--- config.mk ---
export PLATFORM = sky130hd
export DESIGN_NAME = serial_add_sequencer_flat
export DESIGN_NICKNAME = d
export VERILOG_FILES = /design/src/rtl/serial_add_sequencer_pkg.sv /design/src/rtl/serial_add_sequencer_if.sv /design/src/rtl/serial_add_sequencer_full_add.sv /design/src/rtl/serial_add_sequencer.sv /design/src/flat_wrapper.sv
export SDC_FILE = /design/constraint.sdc
export NUM_CORES = 1
export LEC_CHECK = 0
export BUFFER_PORTS_ARGS = -buffer_cell sky130_fd_sc_hd__buf_2
export CAP_MARGIN = 20
export CORE_AREA = 2 2 165 167
export DETAILED_ROUTE_END_ITERATION = 10
export DIE_AREA = 0 0 167 169
export HOLD_SLACK_MARGIN = 0.06
export PLACE_DENSITY = 0.56
export SLEW_MARGIN = 15
export SYNTH_ARGS = -nofsm -noshare
export SYNTH_HDL_FRONTEND = slang
export SYNTH_SLANG_ARGS = --single-unit
--- constraint.sdc ---
create_clock -name clk -period 1.55 [get_ports clk]
set_input_delay 0.0775 -clock clk [delete_from_list [all_inputs] [get_ports clk]]
set_output_delay 0.0775 -clock clk [all_outputs]
set_load 0.02 [all_outputs]
--- src/rtl/serial_add_sequencer_pkg.sv ---
// Shared constants for the bit-serial add/subtract sequencer: FSM encoding and NZCV packing.
package serial_add_sequencer_pkg;

    localparam logic [1:0] ST_IDLE = 2'd0;
    localparam logic [1:0] ST_RUN  = 2'd1;
    localparam logic [1:0] ST_DONE = 2'd2;

    localparam int unsigned FLAG_N = 3;
    localparam int unsigned FLAG_Z = 2;
    localparam int unsigned FLAG_C = 1;
    localparam int unsigned FLAG_V = 0;
    localparam int unsigned FLAG_W = 4;

    function automatic logic [FLAG_W-1:0] pack_nzcv(input logic n, input logic z,
                                                    input logic c, input logic v);
        logic [FLAG_W-1:0] f;
        f         = '0;
        f[FLAG_N] = n;
        f[FLAG_Z] = z;
        f[FLAG_C] = c;
        f[FLAG_V] = v;
        return f;
    endfunction

endpackage

--- src/rtl/serial_add_sequencer_if.sv ---
// Operation request / result bus between a requester and the serial add/subtract sequencer.
interface serial_add_sequencer_if #(
    parameter int unsigned WIDTH = 64
);
    logic             start;
    logic             sub;
    logic [WIDTH-1:0] a;
    logic [WIDTH-1:0] b;
    logic             busy;
    logic             done;
    logic [WIDTH-1:0] result;
    logic             n;
    logic             z;
    logic             c;
    logic             v;

    modport master (output start, sub, a, b,
                    input  busy, done, result, n, z, c, v);
    modport slave  (input  start, sub, a, b,
                    output busy, done, result, n, z, c, v);
endinterface

--- src/rtl/serial_add_sequencer_full_add.sv ---
// One-bit full adder from two NAND-only half adders plus an OR of their carries; combinational.
module nand_half_add (
    input  logic a,
    input  logic b,
    output logic s,
    output logic c
);
    logic n1, n2, n3;

    assign n1 = ~(a & b);
    assign n2 = ~(a & n1);
    assign n3 = ~(b & n1);
    assign s  = ~(n2 & n3);
    assign c  = ~(n1 & n1);
endmodule

module serial_full_add (
    input  logic a,
    input  logic b,
    input  logic ci,
    output logic s,
    output logic co
);
    logic s1, c1, c2;

    nand_half_add u_ha0 (.a(a),  .b(b),  .s(s1), .c(c1));
    nand_half_add u_ha1 (.a(s1), .b(ci), .s(s),  .c(c2));

    assign co = c1 | c2;
endmodule

--- src/rtl/serial_add_sequencer.sv ---
// Bit-serial WIDTH-bit ADD/SUB with NZCV flags, one full-adder cell time-shared LSB first.
module serial_add_sequencer
    import serial_add_sequencer_pkg::*;
#(
    parameter int unsigned WIDTH = 64
) (
    input  logic                  clk,
    input  logic                  reset,
    serial_add_sequencer_if.slave bus
);
    localparam int unsigned CNT_W = (WIDTH > 1) ? $clog2(WIDTH) : 1;

    logic [1:0]        state, state_nx;
    logic              load;
    logic [WIDTH-1:0]  sa, sb, result_q;
    logic              carry, zacc;
    logic [CNT_W-1:0]  cnt;
    logic              busy_q, done_q;
    logic [FLAG_W-1:0] flags_q;
    logic              s, co, last;

    serial_full_add u_fa (.a(sa[0]), .b(sb[0]), .ci(carry), .s(s), .co(co));

    assign last = (cnt == CNT_W'(WIDTH - 1));

    // Next state; IDLE, DONE and the unused encoding all accept a new request
    always_comb begin
        state_nx = ST_IDLE;
        load     = 1'b0;
        case (state)
            ST_RUN:  state_nx = last ? ST_DONE : ST_RUN;
            default: begin
                if (bus.start) begin
                    state_nx = ST_RUN;
                    load     = 1'b1;
                end
            end
        endcase
    end

    always_ff @(posedge clk) begin
        if (reset) state <= ST_IDLE;
        else       state <= state_nx;
    end

    // SA doubles as the partial-sum shifter; result/flags only move on the final bit
    always_ff @(posedge clk) begin
        if (reset) begin
            sa       <= '0;
            sb       <= '0;
            carry    <= 1'b0;
            zacc     <= 1'b0;
            cnt      <= '0;
            result_q <= '0;
            flags_q  <= '0;
            busy_q   <= 1'b0;
            done_q   <= 1'b0;
        end else begin
            busy_q <= (state == ST_RUN);
            done_q <= (state == ST_DONE);
            if (load) begin
                sa    <= bus.a;
                sb    <= bus.sub ? ~bus.b : bus.b;
                carry <= bus.sub;
                zacc  <= 1'b0;
                cnt   <= '0;
            end else if (state == ST_RUN) begin
                sa    <= {s, sa[WIDTH-1:1]};
                sb    <= {1'b0, sb[WIDTH-1:1]};
                carry <= co;
                zacc  <= zacc | s;
                cnt   <= cnt + CNT_W'(1);
                if (last) begin
                    result_q <= {s, sa[WIDTH-1:1]};
                    flags_q  <= pack_nzcv(s, ~(zacc | s), co, carry ^ co);
                end
            end
        end
    end

    assign bus.busy   = busy_q;
    assign bus.done   = done_q;
    assign bus.result = result_q;
    assign bus.n      = flags_q[FLAG_N];
    assign bus.z      = flags_q[FLAG_Z];
    assign bus.c      = flags_q[FLAG_C];
    assign bus.v      = flags_q[FLAG_V];

endmodule

--- src/flat_wrapper.sv ---
// flat-port wrapper written by rule: the top's interface ports become plain ports
module serial_add_sequencer_flat import serial_add_sequencer_pkg::*;
#(
    parameter int unsigned WIDTH = 64
)
  (clk, reset, bus_start, bus_sub, bus_a, bus_b, bus_busy, bus_done, bus_result, bus_n, bus_z, bus_c, bus_v);
  serial_add_sequencer_if #(.WIDTH(WIDTH)) bus_i ();
  input  logic clk;
  input  logic reset;
  input wire logic [$bits(bus_i.start)-1:0] bus_start;
  input wire logic [$bits(bus_i.sub)-1:0] bus_sub;
  input wire logic [$bits(bus_i.a)-1:0] bus_a;
  input wire logic [$bits(bus_i.b)-1:0] bus_b;
  output wire logic [$bits(bus_i.busy)-1:0] bus_busy;
  output wire logic [$bits(bus_i.done)-1:0] bus_done;
  output wire logic [$bits(bus_i.result)-1:0] bus_result;
  output wire logic [$bits(bus_i.n)-1:0] bus_n;
  output wire logic [$bits(bus_i.z)-1:0] bus_z;
  output wire logic [$bits(bus_i.c)-1:0] bus_c;
  output wire logic [$bits(bus_i.v)-1:0] bus_v;
  assign bus_i.start = bus_start;
  assign bus_i.sub = bus_sub;
  assign bus_i.a = bus_a;
  assign bus_i.b = bus_b;
  assign bus_busy = bus_i.busy;
  assign bus_done = bus_i.done;
  assign bus_result = bus_i.result;
  assign bus_n = bus_i.n;
  assign bus_z = bus_i.z;
  assign bus_c = bus_i.c;
  assign bus_v = bus_i.v;
  serial_add_sequencer #(.WIDTH(WIDTH)) u_core (.clk(clk), .reset(reset), .bus(bus_i));
endmodule
==> results.txt, run 1 <==
----------------------------------------------------
[Power]
  Worst ir drop on vdd ... 0.000670 V
  Clock share of power ... 0.431
  Portion of total power attributed to sequential cells ... 0.436
  Switching power ... 0.00320 W
  Switching share of power ... 0.240
  PnR Total Power ... 0.0133 W
  Combinational share of power ... 0.134
  Pwr dens ... 1030 nW/µm²
  Lkg Pwr ... 5.39 nW
  Cell-internal power ... between 0.01 and 0.015 W

[Logic synthesis]
  Sequential area share after synthesis ... 0.451
  Yosys warning count ... 0
  Number of flops mapped to enable cells by yosys ... 0
  Area contributors post-synth ... dfxtp_1 (45%), a21oi_1 (7.4%), mux2i_1 (7.1%)
  Ys flop type ... dfxtp_1
  Post-synthesis area per instance ... 8.59 µm²
  Cell area after technology mapping ... 9190 µm²
  Fraction of registers with async set or reset after synthesis ... 0
  Synthesis-stage register bit count ... 207
  Net Count, Synth ... 1203
  Number of cells produced by synthesis ... 1069
  Top-area cell type share of the netlist area ... 0.451
  Post-synthesis cell type with the largest combined area ... dfxtp_1
  Number of library cell types mapped by synthesis ... 31

[STA]
  Setup Total Neg Slack ... 0 ns
  Final cycle utilization of the critical path ... 0.992
  RSZ-0062 raised after global routing ... yes
  Number of failing hold endpoints at the final stage ... 0
  Transition time at the pin with the least slew margin ... 0.434 ns
  Worst slew margin ... 0.711
  Final-report max-slew violation count ... 0
  Peak Freq ... 0.650 GHz
  Min Clock Period, post-route ... 1.54 ns
  Clock Skew ... about 0.0078 ns
  Count of final setup violators ... 0
  Post-layout worst setup margin ... 0.0126 ns

[Clock tree]
  Maximum clock path buffer count ... 3
  Worst skew pair latency ... 0.51 ns
  Clock sink count ... 207
  Register clock-pin slew on the reported worst setup and hold paths ... 0.06 ns
  CTS tree ... done
  Number of buffers created by CTS ... 24
  H-tree levels ... 1
  Clk root buf ... clkbuf_16

[Die]
  Row count ... 60
  Io pins ... between 200 and 250
  Area of the die ... 28200 µm²
  Starting utilization of the core area ... 0.347
  Die X ... 167 µm
  Core footprint ... between 20000 and 30000 µm²
  Overall die height ... 169 µm

[Placement]
  Total of buffers placed on input and output ports ... 201
  Final weighted congestion of routability-driven global placement ... 0.796
  HPWL after detailed placement ... between 15 and 20 mm
  Placement Setup Slack ... just under 0.008 ns

[Drt]
  Per-cell via count in the routed design ... 5.01
  Count of routing violations after the opening detailed-route iteration ... around 430
  Antenna violation net count after detailed routing ... 0
  Overall via count from detail_route ... 8597
  DR pass1 iterations ... 5
  Final routed wire length divided by cell count ... 14.9 µm
  Number of remaining DRC errors ... 0
  Final routed wirelength across all metal layers ... 25.6 mm

[Setup path]
  Critical path's slowest cell ... or4_1
  CP delay by family, top ... simple AND/OR/NAND/NOR gates
  Slowest cell delay on critical path ... 0.53 ns
  Data required time at the worst endpoint ... between 1.5 and 2 ns
  Largest fanout on the critical path ... 2
  Critical path, cell by cell ... fa_1 -> or4_1 -> a21oi_1
  Setup crit end kind ... flop
  Buffer and inverter count on the worst path ... 0
  Kind of launch point of the worst setup path ... flop
  Arrival time at the worst endpoint ... 1.98 ns
  Worst Setup Path Type ... flop to flop

[Hold path]
  Class of the tightest hold or removal check ... input pin to flop

[Finish]
  Area delta synth->final ... 40.9%
  Share of post-route cells with drive strength above 1 ... 0.212
  Post-layout nets ... 1493

[GRT]
  Number of antenna violations at the first check in global routing ... 1
  Maximum number of pins on one net before global-route repair ... 65
  GRT Overall Usage ... 0.175
  Global route overflow ... 0
  Number of global-route vias before repair ... about 8100
  First-pass GRT wire length ... 41.6 mm

[Job]
  Max_cap viols ... 0

[Outcome]
  Outcome ... completed

----------------------------------------------------
per-stage QoR:
| stage | util | hold slack (ns) | instance area, µm² | instances |
|---|---|---|---|---|
| final | 0.488 | 0.162 | 12900 | 1716 |
| after CTS | 0.486 | 0.141 | 12900 | 1712 |
| after floorplan | - | 0.293 | 9190 | 1069 |
| after global placement | 0.407 | 0.401 | 10800 | 1542 |
| after detailed placement | 0.407 | 0.406 | 10800 | 1542 |
| after global routing | 0.488 | 0.180 | 12900 | 1716 |
worst register-to-register path, cell delays in order (launching register included):
cell and delay (ns):
dfxtp_2 0.32, fa_1 0.48, or4_1 0.53, a21oi_1 0.13
sequential cells by signal, summed over array words and instances (netlist names):
| name | count |
|---|---|
| u_core.sa | 64 |
| u_core.flags_q | 3 |
| u_core.state | 2 |
| u_core.carry | 1 |
| u_core.bus.result | 64 |
| u_core.sb | 64 |
| u_core.cnt | 6 |
| u_core.bus.busy | 1 |
| u_core.zacc | 1 |
| u_core.bus.done | 1 |
cell usage after synthesis (all sizes together), types with 41 or more instances:
| cell type | instances |
|---|---|
| o21ai | 69 |
| nand3 | 66 |
| mux2i | 65 |
| nand2 | 66 |
| clkbuf | 70 |
| nor2 | 135 |
| a211o | 63 |
| buf | 41 |
| xnor2 | 67 |
| a211oi | 66 |
| a21oi | 135 |
| dfxtp | 207 |
cell usage in the layout, fill, tap and decap left out, drive strengths merged, types with 2 or more instances in the layout:
master       Yosys  layout
clkbuf          70      38
nor3             2       2
dfxtp          207     207
mux2i           65      65
a21oi          135     135
nand3           66      66
nor2           135     135
a211oi          66      66
bufinv           0       2
o21ai           69      69
a211o           63      63
buf             41     244
nand2           66      66
clkinv           0       3
xnor2           67      67
or3              3       3
dlygate4sd3      0     129
cell families (layout without fill, tap and decap cells):
| logic type | count (synthesis) | count (layout) | share of synthesized area |
|---|---|---|---|
| buf+inv | 112 | 417 | 0.0534 |
| fa+ha+maj | 2 | 2 | 0.00354 |
| mux | 65 | 65 | 0.0708 |
| compound gates | 335 | 335 | 0.227 |
| simple gates | 281 | 281 | 0.130 |
| other cells | 0 | 1 | 0 |
| flops | 207 | 207 | 0.451 |
| xor+xnor | 67 | 67 | 0.0639 |
area by class of cell:
type                            instances  area (µm²)
Antenna cell                            1        2.50
Clock buffer                           36         727
Clock inverter                          5        75.1
Fill cell                            2488       13600
Inverter                                1        3.75
Multi-Input combinational cell        750        4570
Sequential cell                       207        4150
Tap cell                              341         427
Timing Repair Buffer                  375        2990
power by group through the flow:
stage	clock (W)	sequential (W)	combinational [W]
after detailed placement	0	0.00592	0.00152
after CTS	0.00591	0.00581	0.00178
final	0.00575	0.00581	0.00178
after global routing	0.00614	0.00585	0.00198
after global placement	0	0.00591	0.00151
after floorplan	0	0.00587	0.00103
routing by layer:
metal	track usage	up-vias	wire length, µm
met3	0.0351	29	1670
met4	0.0371	0	407
met5	0	-	0
li1	-	4348	-
met1	0.242	4000	12100
met2	0.284	220	11500
worst paths after layout:
path                                    from                              to  slack, ns  depth (start not counted)
hold / removal                       bus_sub      u_core.sb[34]$_SDFFE_PP0P_       0.16                          4
setup reg to reg   u_core.carry$_SDFFE_PP0P_  u_core.flags_q[2]$_SDFFE_PP0P_       0.01                          3
hold reg to reg   u_core.sb[59]$_SDFFE_PP0P_      u_core.sb[58]$_SDFFE_PP0P_       0.45                          2
setup / recovery   u_core.carry$_SDFFE_PP0P_  u_core.flags_q[2]$_SDFFE_PP0P_       0.01                          3
timing repair:
action / CTS / global route
pin swaps: 3 / 2
setup endpoints to repair: 1 / 19
gates resized for setup: 1 / 4
cloned: 0 / 1
hold buffers: 129 / 0
setup buffers: 0 / 2
endpoints found under the hold margin: 136 / 0
No activity file was read; power rests on OpenSTA's default activity.
==> inputs of run 2 (changes only) <==
--- a/config.mk
+++ b/config.mk
@@ -7,12 +7,13 @@
 export LEC_CHECK = 0
 export BUFFER_PORTS_ARGS = -buffer_cell sky130_fd_sc_hd__buf_2
 export CAP_MARGIN = 20
-export CORE_AREA = 2 2 165 167
+export CORE_AREA = 2 2 166 168
 export DETAILED_ROUTE_END_ITERATION = 10
-export DIE_AREA = 0 0 167 169
+export DIE_AREA = 0 0 168 170
 export HOLD_SLACK_MARGIN = 0.06
 export PLACE_DENSITY = 0.56
 export SLEW_MARGIN = 15
 export SYNTH_ARGS = -nofsm -noshare
 export SYNTH_HDL_FRONTEND = slang
+export SYNTH_HIERARCHICAL = 1
 export SYNTH_SLANG_ARGS = --single-unit
==> run 2 against run 1 <==
Effect of this change:
- critical path depth up 1
- highest routed layer is now met5
- synthesized cell count increased by 0.19%
- via count rose by 0.33%
- count of clock-buffer cells in the layout down 3
- clock power down 8.0%
==> results.txt, run 2 <==
----------------------------------------------------
[Outcome]
  Outcome ... completed

[Clock tree]
  Register clock-pin slew on the reported worst setup and hold paths ... 0.06 ns
  Clock sink count ... 207
  Number of buffers created by CTS ... 23
  # Post-CTS Setup Buffers ... 0
  H-tree levels ... 1
  CTS tree ... done
  Maximum clock path buffer count ... 3
  Clk root buf ... clkbuf_16
  Worst skew pair latency ... 0.50 ns

[STA]
  RSZ-0062 raised after global routing ... yes
  Clock Skew ... 0.00925 ns
  Peak Freq ... 0.661 GHz
  Final cycle utilization of the critical path ... 0.976
  Transition time at the pin with the least slew margin ... 0.485 ns
  Number of failing hold endpoints at the final stage ... 0
  Worst slew margin ... 0.676
  Count of final setup violators ... 0
  Final-report max-slew violation count ... 0
  Min Clock Period, post-route ... 1.51 ns

[Power]
  Worst ir drop on vdd ... 0.000641 V
  Clock share of power ... 0.410
  PnR Total Power ... about 0.013 W
  Switching share of power ... 0.244
  Cell-internal power ... 0.00974 W
  Pwr dens ... about 1000 nW/µm²
  Portion of total power attributed to sequential cells ... 0.451
  Combinational share of power ... 0.138
  Switching power ... 0.00314 W
  Lkg Pwr ... 5.30 nW

[GRT]
  First-pass GRT wire length ... about 42 mm
  GRT Overall Usage ... 0.176
  Global route overflow ... 0
  Number of global-route vias before repair ... 8135
  Maximum number of pins on one net before global-route repair ... 70
  Number of antenna violations at the first check in global routing ... 1

[Finish]
  Share of post-route cells with drive strength above 1 ... 0.203
  Number of filler instances in the final layout ... 2569
  Most common cell after layout, fill and taps aside ... dfxtp_1
  Post-layout nets ... 1490
  Area taken by multi-input logic gates ... between 4000 and 5000 µm²
  Combined flip-flop and latch cell area ... 4150 µm²
  Area delta synth->final ... 38.8%
  Final core area utilization ... 0.479
  Number of inserted diodes ... 0
  Most used cells in the layout excluding fill and tap cells ... dfxtp_1 (206), buf_2 (198), nor2_1 (135), a21oi_1 (135), dlygate4sd3_1 (129)
  Post-Layout Inst Area ... 12800 µm²

[Logic synthesis]
  Ys flop type ... dfxtp_1
  Top-area cell type share of the netlist area ... 0.451
  Most frequently used cell type in the post-synthesis netlist ... dfxtp_1
  Sequential area share after synthesis ... 0.451
  Number of library cell types mapped by synthesis ... 32
  Post-synthesis area per instance ... 8.59 µm²
  Number of flops mapped to enable cells by yosys ... 0
  Most instantiated cells after synthesis ... dfxtp_1 (207), a21oi_1 (135), nor2_1 (135), o21ai_0 (69)
  Cell area after technology mapping ... 9200 µm²
  Yosys warning count ... 6
  Post-synthesis cell type with the largest combined area ... dfxtp_1
  Number of cells produced by synthesis ... 1071
  Area contributors post-synth ... dfxtp_1 (45%), a21oi_1 (7.3%), mux2i_1 (7.1%)
  Synthesis-stage register bit count ... between 200 and 250
  Fraction of registers with async set or reset after synthesis ... 0
  Net Count, Synth ... around 1200

[Placement]
  Final weighted congestion of routability-driven global placement ... slightly above 0.7
  Post-place instance area ... 10800 µm²
  Total of buffers placed on input and output ports ... 201
  HPWL after detailed placement ... around 16 mm

[Drt]
  Antenna violation net count after detailed routing ... 0
  Overall via count from detail_route ... 8625
  Per-cell via count in the routed design ... 5.05
  Number of remaining DRC errors ... 0
  Final routed wire length divided by cell count ... 15.2 µm
  Count of routing violations after the opening detailed-route iteration ... roughly 530
  Final routed wirelength across all metal layers ... 25.9 mm
  DR pass1 iterations ... 5

[Die]
  Starting utilization of the core area ... 0.345
  Row count ... 60
  Area of the die ... 28600 µm²
  Overall die height ... 170 µm
  Io pins ... 202
  Die X ... 168 µm
  Core footprint ... 26700 µm²

[Setup path]
  Worst Setup Path Type ... flop to flop
  Kind of launch point of the worst setup path ... flop
  Arrival time at the worst endpoint ... just under 2 ns
  Setup crit end kind ... flop
  Largest fanout on the critical path ... 2
  Data required time at the worst endpoint ... 1.97 ns

[Job]
  Max_cap viols ... 0

[Hold path]
  Class of the tightest hold or removal check ... input pin to flop

----------------------------------------------------
==> run 2: changes by cell type in the layout (fill, tap and decap cells not counted), moves of 3 or more <==
| cell | before | now |
|---|---|---|
| clkbuf_8 | 7 | 2 |
| buf_12 | 25 | 21 |
| clkbuf_1 | 5 | 8 |
| clkbuf_16 | 26 | 23 |
==> run 2: kinds of logic (layout without fill, tap and decap cells) <==
kind of cell | Yosys count | count (layout) | synth area share
simple gates | 282 | 282 | 0.131
fa+ha+maj | 3 | 3 | 0.00408
flops | 207 | 207 | 0.451
buf+inv | 112 | 408 | 0.0533
mux | 65 | 65 | 0.0707
xor+xnor | 67 | 67 | 0.0638
compound gates | 335 | 335 | 0.227
==> run 2: path summary, 6_finish.rpt <==
kind | from | end | slack, ns | depth (start not counted)
worst max-delay path | u_core/sa[0]$_SDFFE_PP0P_ | u_core/flags_q[2]$_SDFFE_PP0P_ | 0.04 | 4
worst min register to register | u_core/sb[62]$_SDFFE_PP0P_ | u_core/sb[61]$_SDFFE_PP0P_ | 0.45 | 2
worst min-delay path | bus_start | u_core/sb[29]$_SDFFE_PP0P_ | 0.10 | 4
worst max register to register | u_core/sa[0]$_SDFFE_PP0P_ | u_core/flags_q[2]$_SDFFE_PP0P_ | 0.04 | 4
==> run 2: layer usage <==
| metal | share of wire | GRT usage | up-vias | routed length (µm) |
|---|---|---|---|---|
| li1 | - | - | 4335 | - |
| met1 | 0.47 | 0.240 | 4021 | 12300 |
| met2 | 0.45 | 0.290 | 231 | 11600 |
| met3 | 0.062 | 0.0344 | 36 | 1610 |
| met4 | 0.017 | 0.0405 | 2 | 443 |
| met5 | 0.00042 | 0 | - | 11 |
==> run 2: power by group through the flow <==
stage,logic [W],registers (W),clock network (W)
after global placement,0.00151,0.00592,0
after global routing,0.00197,0.00585,0.00568
after detailed placement,0.00153,0.00592,0
final,0.00178,0.00581,0.00529
after CTS,0.00179,0.00581,0.00546
after floorplan,0.00104,0.00587,0
==> run 2: layout make-up <==
class                   count  share of cell area
repair buffers            370               0.225
clock buffers              33              0.0496
flip-flops and latches    207               0.325
multi-input cells         752               0.361
clock inverters             4             0.00598
inverters                   1            0.000294
well taps                 341              0.0334
==> run 2: what timing repair did <==
action                                 4_1_cts  5_1_grt
gates resized for setup                      2        0
endpoints found under the hold margin      144        0
gates cloned                                 0        0
hold buffers                               129        0
pin swaps                                    2        0
setup endpoints to repair                    1        7
==> run 2: worst max-delay path, stage by stage, from the launching register on <==
cell     delay (ns)
dfxtp_1        0.33
ha_4           0.28
ha_4           0.19
or4_1          0.50
a21oi_1        0.14
==> run 2: through the flow <==
step	setup TNS, ns	hold slack (ns)	worst slack [ns]	std cells
finish	0	0.101	0.0373	1708
CTS	0	0.0862	0.0355	1708
detailed placement	-0.0136	0.405	-0.0136	1542
global placement	-0.0295	0.397	-0.0295	1542
floorplan	0	0.293	0.0355	1071
global route	-0.120	0.121	-0.0397	1708
==> inputs of run 3 (changes only) <==
--- a/config.mk
+++ b/config.mk
@@ -5,7 +5,7 @@
 export SDC_FILE = /design/constraint.sdc
 export NUM_CORES = 1
 export LEC_CHECK = 0
-export BUFFER_PORTS_ARGS = -buffer_cell sky130_fd_sc_hd__buf_2
+export BUFFER_PORTS_ARGS = -buffer_cell sky130_fd_sc_hd__buf_4
 export CAP_MARGIN = 20
 export CORE_AREA = 2 2 166 168
 export DETAILED_ROUTE_END_ITERATION = 10
==> run 3 against run 2 <==
Effect of this change:
- first-iteration DRC count shrank 3.0%
- via count grew 0.37%
- power up 6.3%
- non-clock buffer count up 9
- flip-flop and latch count unchanged
- worst setup slack better by 0.0095 ns
- global-route usage up 0.34 points
- clock power rose by 13%
- die area did not move
- clock skew shrank 0.0025 ns
- highest routed layer unchanged
==> results.txt, run 3 (synthesized netlist as in run 2, its figures left out) <==
----------------------------------------------------
[Setup path]
  Kind of launch point of the worst setup path ... flop
  Worst setup endpoint ... u_core/flags_q[2]$_SDFFE_PP0P_
  Largest fanout on the critical path ... 2
  Number of cells on the worst reg-to-reg path ... 4
  Worst Setup Path Type ... flop to flop
  Data required time at the worst endpoint ... 2.00 ns
  Startpoint of the worst-slack reg-to-reg timing path ... u_core/sa[0]$_SDFFE_PP0P_
  Endpoint of the worst register-to-register path ... u_core/flags_q[2]$_SDFFE_PP0P_
  Setup crit end kind ... flop
  Critical path startpoint ... u_core/sa[0]$_SDFFE_PP0P_
  Reg-to-reg setup timing slack ... 0.05 ns
  Arrival time at the worst endpoint ... 1.95 ns

[STA]
  Transition time at the pin with the least slew margin ... 0.451 ns
  Number of failing hold endpoints at the final stage ... 0
  Count of final setup violators ... 0
  Worst slew margin ... 0.699
  Min Clock Period, post-route ... 1.50 ns
  Final cycle utilization of the critical path ... 0.970
  Peak Freq ... approximately 0.67 GHz
  Final-report max-slew violation count ... 0
  Clock Skew ... 0.00677 ns
  RSZ-0062 raised after global routing ... no
  Setup Total Neg Slack ... 0 ns
  Worst slack on hold paths ... roughly 0.45 ns

[GRT]
  GRT Max-Usage Layer ... met2
  Number of global-route vias before repair ... 8246
  Number of antenna violations at the first check in global routing ... 1
  Grt met3 use ... 0.0365
  GRT Overall Usage ... 0.180
  Maximum number of pins on one net before global-route repair ... 60
  GR Util met1 ... 0.244
  Met2 Track Usage GR ... 0.293
  Global route overflow ... 0
  First-pass GRT wire length ... about 43 mm

[Finish]
  Share of post-route cells with drive strength above 1 ... 0.213
  Most common cell after layout, fill and taps aside ... buf_4
  Post-Layout Inst Area ... 13500 µm²
  Final core area utilization ... 0.507
  Combined flip-flop and latch cell area ... 4150 µm²
  Area delta synth->final ... 47.0%
  Number of filler instances in the final layout ... 2475
  Post-layout nets ... 1500
  Most used cells in the layout excluding fill and tap cells ... buf_4 (219), dfxtp_1 (206), nor2_1 (135), a21oi_1 (135), dlygate4sd3_1 (133)
  Area taken by multi-input logic gates ... 4600 µm²
  Number of inserted diodes ... 0

[Power]
  Lkg Pwr ... about 5.5 nW
  Worst ir drop on vdd ... 0.000674 V
  PnR Total Power ... 0.0137 W
  Pwr dens ... 1010 nW/µm²

[Die]
  Core footprint ... ~27000 µm²
  Die X ... 168 µm
  Row count ... 60
  Io pins ... 202
  Area of the die ... 28600 µm²
  Overall die height ... 170 µm
  Starting utilization of the core area ... 0.345

[Clock tree]
  CTS tree ... done
  Worst skew pair latency ... between 0.5 and 0.6 ns
  H-tree levels ... 1
  Register clock-pin slew on the reported worst setup and hold paths ... 0.06 ns
  Clock sink count ... 207
  Number of buffers created by CTS ... 24
  Clk root buf ... clkbuf_16
  Maximum clock path buffer count ... 3

[Placement]
  Total of buffers placed on input and output ports ... 201
  Final weighted congestion of routability-driven global placement ... 0.744
  HPWL after detailed placement ... 16.1 mm
  Post-place instance area ... 11300 µm²

[Drt]
  Overall via count from detail_route ... 8657
  Count of routing violations after the opening detailed-route iteration ... just over 500
  Number of remaining DRC errors ... 0
  Per-cell via count in the routed design ... 5.02
  Final routed wire length divided by cell count ... 15.3 µm
  DR pass1 iterations ... 6
  Antenna violation net count after detailed routing ... 0
  Final routed wirelength across all metal layers ... 26.4 mm

[Hold path]
  Class of the tightest hold or removal check ... flop to flop
  Hold path depth ... 2

[Job]
  Max_cap viols ... 0

[Outcome]
  Outcome ... completed

----------------------------------------------------
-- run 3: cell types whose count changed in the layout (fill, tap and decap cells not counted), sizes merged --
cell	change
clkinv	+5
buf	+4
dlygate4sd3	+4
clkbuf	+2
bufinv	+1
inv	-1
-- run 3: timing repair --
action                     4_1_cts  5_1_grt
hold endpoints to repair       147        0
pin swaps                        2        0
cloned                           0        1
resized for setup                2        1
hold buffers                   133        0
buffers inserted                 0        1
setup endpoints to repair        1        7
-- run 3: where the power goes --
part / switching, W / internal (W) / total [W]
sequential: 0.000192 / 0.00562 / 0.00581
clock: 0.00227 / 0.00371 / 0.00598
combinational: 0.000827 / 0.00107 / 0.00190
-- run 3: worst min-delay path by stage --
stage	startpoint	endpoint	slack, ns
finish	u_core/sb[26]$_SDFFE_PP0P_	u_core/sb[25]$_SDFFE_PP0P_	0.45
global placement	bus_b[63]	u_core/sb[63]$_SDFFE_PP0P_	0.40
global route	u_core/sb[51]$_SDFFE_PP0P_	u_core/sb[50]$_SDFFE_PP0P_	0.46
floorplan	bus_b[63]	u_core/sb[63]$_SDFFE_PP0P_	0.29
CTS	bus_b[63]	u_core/sb[63]$_SDFFE_PP0P_	0.44
detailed placement	bus_b[63]	u_core/sb[63]$_SDFFE_PP0P_	0.41
-- run 3: cell type report --
| cell class | count | area share |
|---|---|---|
| Multi-Input combinational cell | 752 | 0.341 |
| Sequential cell | 207 | 0.307 |
| Timing Repair Buffer | 379 | 0.259 |
| Clock buffer | 34 | 0.0532 |
| Tap cell | 341 | 0.0316 |
| Clock inverter | 9 | 0.00889 |
| Inverter | 1 | 0.000278 |
-- run 3: stage by stage --
step           setup WS, ns  cells
5_1_grt              0.0108   1723
6_report             0.0468   1723
3_3_place_gp        -0.0127   1545
4_1_cts              0.0304   1721
2_1_floorplan        0.0355   1071
3_5_place_dp     0.00000144   1545
-- run 3: routing by layer --
layer | share of wire | routed length (µm) | up-vias
met5 | 0.00045 | 12 | -
met4 | 0.017 | 451 | 2
met3 | 0.065 | 1710 | 33
met2 | 0.45 | 11800 | 217
met1 | 0.47 | 12400 | 4039
li1 | - | - | 4366
-- run 3: worst max-delay path, cell delays in order, from the launching register on --
cell and delay, ns:
dfxtp_1 0.38, ha_4 0.22, ha_4 0.21, or4_1 0.50, a21oi_1 0.13
